**src/rtl/spi_host.sv**
```systemverilog
// Mode-0 SPI initiator: sends one 8-bit command per cs-low frame, MSB first.
// One divider counter paces every phase; a 4-bit edge counter walks the 16 spi_clk half-periods.
module spi_host #(
  parameter int CLK_DIV = 4
) (
  input  logic       clk_i,
  input  logic       rst_i,        // synchronous, active-low
  input  logic [7:0] cmd_i,
  input  logic       cmd_valid_i,
  output logic       cmd_ready_o,
  output logic       spi_clk_o,
  output logic       mosi_o,
  output logic       cs_o,
  output logic       done_o
);

  typedef enum logic [2:0] {
    IDLE  = 3'd0,
    SETUP = 3'd1,
    SHIFT = 3'd2,
    HOLD  = 3'd3,
    GAP   = 3'd4
  } state_t;

  localparam logic [7:0] TC = 8'(CLK_DIV - 1);

  state_t     state_q;
  logic [7:0] cnt_q;
  logic [3:0] edge_q;
  logic [7:0] sr_q;
  logic       spi_clk_q;
  logic       mosi_q;
  logic       cs_q;
  logic       done_q;
  logic       tc;

  assign tc = (cnt_q == TC);

  always_ff @(posedge clk_i) begin
    if (!rst_i) begin
      state_q   <= IDLE;
      cnt_q     <= '0;
      edge_q    <= '0;
      sr_q      <= '0;
      spi_clk_q <= 1'b0;
      mosi_q    <= 1'b0;
      cs_q      <= 1'b1;
      done_q    <= 1'b0;
    end else begin
      done_q <= 1'b0;
      case (state_q)
        IDLE: begin
          cnt_q <= '0;
          if (cmd_valid_i) begin
            state_q <= SETUP;
            sr_q    <= cmd_i;
            mosi_q  <= cmd_i[7];
            cs_q    <= 1'b0;
          end
        end
        SETUP: begin
          if (tc) begin
            cnt_q     <= '0;
            edge_q    <= '0;
            spi_clk_q <= 1'b1;
            state_q   <= SHIFT;
          end else begin
            cnt_q <= cnt_q + 8'd1;
          end
        end
        SHIFT: begin
          if (tc) begin
            cnt_q <= '0;
            // Half-period 15 is the low phase after the last fall; leave without toggling.
            if (edge_q == 4'd15) begin
              edge_q  <= '0;
              state_q <= HOLD;
            end else begin
              edge_q    <= edge_q + 4'd1;
              spi_clk_q <= ~spi_clk_q;
              if (spi_clk_q && edge_q != 4'd14) begin
                sr_q   <= {sr_q[6:0], 1'b0};
                mosi_q <= sr_q[6];
              end
            end
          end else begin
            cnt_q <= cnt_q + 8'd1;
          end
        end
        HOLD: begin
          if (tc) begin
            cnt_q   <= '0;
            cs_q    <= 1'b1;
            done_q  <= 1'b1;
            mosi_q  <= 1'b0;
            state_q <= GAP;
          end else begin
            cnt_q <= cnt_q + 8'd1;
          end
        end
        GAP: begin
          if (tc) begin
            cnt_q   <= '0;
            state_q <= IDLE;
          end else begin
            cnt_q <= cnt_q + 8'd1;
          end
        end
        default: state_q <= IDLE;
      endcase
    end
  end

  assign cmd_ready_o = (state_q == IDLE);
  assign spi_clk_o   = spi_clk_q;
  assign mosi_o      = mosi_q;
  assign cs_o        = cs_q;
  assign done_o      = done_q;

endmodule

```
**config.mk**
```make
export PLATFORM = sky130hd
export DESIGN_NAME = spi_host
export DESIGN_NICKNAME = d
export VERILOG_FILES = /design/src/rtl/spi_host.sv
export SDC_FILE = /design/constraint.sdc
export NUM_CORES = 1
export LEC_CHECK = 0
export CORE_ASPECT_RATIO = 0.9
export CORE_MARGIN = 1
export CORE_UTILIZATION = 40
export CTS_CLUSTER_DIAMETER = 60
export CTS_CLUSTER_SIZE = 40
export DETAILED_ROUTE_END_ITERATION = 7
export GPL_TIMING_DRIVEN = 1
export SYNTH_ARGS = -nofsm -noshare
export SYNTH_HDL_FRONTEND = slang
export SYNTH_SLANG_ARGS = --single-unit
export TNS_END_PERCENT = 50
```
**constraint.sdc**
```tcl
create_clock -name clk_i -period 2.46 [get_ports clk_i]
set_input_delay 0.246 -clock clk_i [delete_from_list [all_inputs] [get_ports clk_i]]
set_output_delay 0.246 -clock clk_i [all_outputs]
set_load 0.05 [all_outputs]
```
# After elaboration in Yosys (flattened, before gate mapping)
# Index checks and enable logic that the tools add are counted.
# word_totals
regBits	26
input_bits	11
output_inout_bits	5
wordCells	72
# classes
n_mux	31
n_eq_ne	15
bitwise_logic	1
reduce_logical	15
add_sub_neg	2
# op_table
cell	count
$mux 7	4
$mux 3	6
$ne 2x2->1 const B	8
$pmux 8 s2	1
$pmux 3 s5	1
$pmux 7 s2	1
$mux 4	3
$reduce_and 6->1	2
$mux 1	10
$add 8x1->8 const B	1
$eq 8x2->1 const B	1
$mux 8	1
$pmux 4 s2	1
$reduce_bool 2->1	4
$eq 3x2->1 const B	2
$reduce_and 3->1	2
$reduce_and 5->1	1
$add 4x1->4 const B	1
$eq 4x4->1 const B	1
$ne 4x4->1 const B	1
$pmux 1 s2	2
$reduce_and 4->1	1
$reduce_or 4->1	1
$eq 3x1->1 const B	1
other kinds (7)	7

# Depth between registers and ports, before layout
# logic_depth
depth_word	6
ltp_mapped	7
depth_no_buf	6

# Worst setup path before layout
# OpenSTA, ideal clock, no wires.
# synth_timing
path_kind	reg-to-reg
from	register state_q[1]
to	register cnt_q[5]
setup_time_ps	115
slack_ps	65
arrival_ps	2280
path_buffers	1
path_stages_with_launch	6
t_required_ps	2345
cell_sequence	dfxtp_1 > buf_2 > nor3_1 > nor2b_1 > nor4b_1 > o21a_1
# synth_via
elab_cells_between_ends	8
cone_classes	eq/ne: 4; mux: 1; reduce/logical: 3
# synth_rtl
element	line_no	text
from (decl)	27	state_t state_q;
from (signal assigned)	41	state_q <= IDLE;
from (signal assigned)	55	state_q <= SETUP;
from (signal assigned)	66	state_q <= SHIFT;
$logic_not 3->1 (*)	--	
via cmd_ready_o	10	output logic cmd_ready_o,
$pmux 8 s2 or $reduce_bool 2->1 (tied branches)	--	
to (signal assigned)	68	cnt_q <= cnt_q + 8'd1;
to (signal assigned)	87	cnt_q <= cnt_q + 8'd1;
to (signal assigned)	98	cnt_q <= cnt_q + 8'd1;
to (decl)	28	logic [7:0] cnt_q;
# The timed path passes the listed nets; every way through them passes the cells marked *.
# A chain may end at the register's enable or synchronous reset.

# Final worst setup path
# layout_timing
from	register cnt_q[0]
to	register edge_q[3]
# layout_via
elab_chain_cells	3
elab_cells_between_ends	4
cone_classes	eq/ne: 3; reduce/logical: 1
# layout_rtl
element	line_no	text
$eq 8x2->1 (*)	37	assign tc = (cnt_q == TC);
$ne 2x2->1 (no line)	--	
$reduce_and 3->1 (no line) (*)	--	
to (signal assigned)	79	edge_q <= edge_q + 4'd1;
to (decl)	29	logic [3:0] edge_q;
# Every way passes the cells marked *; elsewhere a longest branch is shown, timed or not.

==> flow_summary.ini <==
[outcome]
status = complete, no violations

[critical_path]
cpLargestDelayFamily = simple AND/OR/NAND/NOR gates
cp_max_fo = 10
path_cells = ha_1 -> nor4b_4 -> nand4_4 -> or4_1 -> a21oi_1
end_kind = flop
slowest_stage = nor4b_4
crit_type = flop to flop
slowest_delay_ps = 520
critical_path_buf_inv_count = 0
required_ps = 2670
worstPathArrival_ps = 2290
rr_worst_depth = 5
ff2ff_setup_slack_ps = 380
rr_endpoint = edge_q[3]
r2r_start = cnt_q[0]
start_kind = flop

[global_route]
grt_overflow = 0
track_usage = 0.194
antenna_found_initial = 0
grt_max_degree = 17
grt_pass1_vias = 1180
grt_pass1_wl_mm = 5.66

[finish]
n_antenna_cell = 0
nets = 198
multi_input_area_um2 = 858
instances_no_fill = 226
layout-drive-gt1-share = 0.0769
final_util = 0.487
areaGrowthSynthToFinish_pct = 15.5
fillers = 355
ff_latch_area_um2 = 520
layout_common_cells = dfxtp_1, a21oi_1, o21ai_0
final_common_cell = dfxtp_1
stdcell_area_um2 = 1660

[synthesis]
async_flop_share = 0
ys_seq_area_frac = 0.363
synth_cells = 172
synth-seq-cells = 26
synth_nets = 186
synth_largest_area_cell = dfxtp_1
synthFlopType = dfxtp_1
synth_area_leaders = dfxtp_1, a21oi_1, o21ai_0
ys_warn_count = 0
syn_area_um2 = 1440
synth_cell_type_count = 51
synth_edf_count = 0
yosysTopAreaCellShare = 0.363
synth_area_per_cell_um2 = 8.34

[run]
drv_cap = 0

[clock_tree]
htree_levels = 1
cts_buffers = 3
root_buffer = clkbuf_8
cts_tree = yes
cts.clk_slew.worst_paths_ps = 90
post-cts-setup-buffer-count = 0
clk_latency_ps = 270
cts_max_path_buffers = 2
clock_sinks = 26

[min_path]
whs_endpoint = mosi_o
min-delay-start = mosi_o
min_path_type = flop to flop
holdPathStages = 2

[floorplanning]
top_level_ports = 16
die_y_um = 58.8
start_util = 0.422
die_w_um = 65.1
rows = 20
coreArea_um2 = 3400
die_area_um2 = 3830

[sta]
finalSetupViolations = 0
period_share = 0.846
grt_setup_unrepaired = false
period_minus_slack_ps = 2080
hold_ws_ps = 464
finalHoldViolCount = 0
tns_ps = 0
finalMaxSlewViolations = 0
timing.fmax_mhz = 481
finalClockSkew_ps = 6.86
slew_headroom = 0.550
setup_ws_ps = 379
tightest_slew_ps = 666

[pwr]
p_per_area_nw_per_um2 = 476
cellLeakagePower_nw = 0.549
max-vdd-ir-drop_uv = 368
power.total_mw = 0.789

[route]
first_pass_iters = 4
viasPerCell = 5.88
wl_per_cell_um = 15.1
dr_total_vias = 1330
drc = 0
drtIter0Drc = 98
wl_mm = 3.42
drt.antenna.violating_nets = 0

[placed_design]
post-dp-hpwl_mm = 2.41
pre_cts_ws_ps = 422
dp.cells = 223
io_buffer_count = 15
post_dp_cell_area_um2 = 1610
gp_congestion = 0.865
power by group:
| group | internal [mW] | total, mW | switching, mW |
|---|---|---|---|
| Sequential | 0.433 | 0.444 | 0.0112 |
| Clock | 0.110 | 0.243 | 0.133 |
| Combinational | 0.0447 | 0.102 | 0.0572 |
| Total | 0.587 | 0.789 | 0.202 |
worst register-to-register path, stage by stage (launching register included):
cell     delay [ps]
dfxtp_1         400
ha_1            240
nor4b_4         520
nand4_4         200
or4_1           520
a21oi_1         140
per-layer routing:
layer  track usage  routed length, um  up-vias
met5             0                  0        -
met1         0.283               1700      612
met4        0.0404                 18        0
met3        0.0465                250        2
li1              -                  -      673
met2         0.290               1450       43
how the worst max path moves through the flow:
| stage | from | endpoint | slack [ps] | cells past startpoint |
|---|---|---|---|---|
| 2_1_floorplan | state_q[1] | cnt_q[5] | 70 | 5 |
| 3_3_place_gp | cnt_q[0] | edge_q[3] | 470 | 5 |
| 3_5_place_dp | cnt_q[0] | edge_q[3] | 420 | 5 |
| 4_1_cts | state_q[0] | cmd_ready_o | 160 | 2 |
| 5_1_grt | cnt_q[0] | edge_q[3] | 220 | 5 |
| 6_report | cnt_q[0] | edge_q[3] | 380 | 5 |
kinds of logic (layout without fill, tap and decap cells):
logic type | count (synthesis) | in the layout | share of synthesized area
flip-flops | 26 | 26 | 0.363
AO/OA/AOI/OAI | 60 | 60 | 0.262
XOR/XNOR | 2 | 2 | 0.0122
AND/OR/NAND/NOR | 64 | 64 | 0.276
adder cells (fa/ha/maj) | 4 | 4 | 0.0331
buffers and inverters | 14 | 24 | 0.0392
multiplexers | 2 | 2 | 0.0148
layout make-up:
type	instances	area share
clock buffer	3	0.0249
tap	44	0.0332
sequential	26	0.314
inverter	4	0.00906
timing repair buffer	17	0.101
multi-input combinational	132	0.518
sequential cells by signal, indices dropped and copies added, names as in the netlist:
| register | count |
|---|---|
| cnt_q | 8 |
| sr_q | 7 |
| edge_q | 4 |
| state_q | 3 |
| cs_o | 1 |
| done_o | 1 |
| mosi_o | 1 |
| spi_clk_o | 1 |
cells in the mapped netlist (3+ instances only):
cell and instances:
nor2b_1 4, a31oi_1 4, nand2_1 15, clkbuf_1 7
nor2_1 6, a32oi_1 6, a21oi_1 17, nand4_1 3
nand3_1 9, nor3_1 3, nor3b_1 3, dfxtp_1 26
o21ai_0 16, ha_1 3
timing repair:
| action | CTS | global route |
|---|---|---|
| setup endpoints to repair | 0 | 1 |
| resized for setup | 0 | 1 |
| hold buffers | 0 | 0 |
Note: power is estimated with default switching activity, not from simulation.
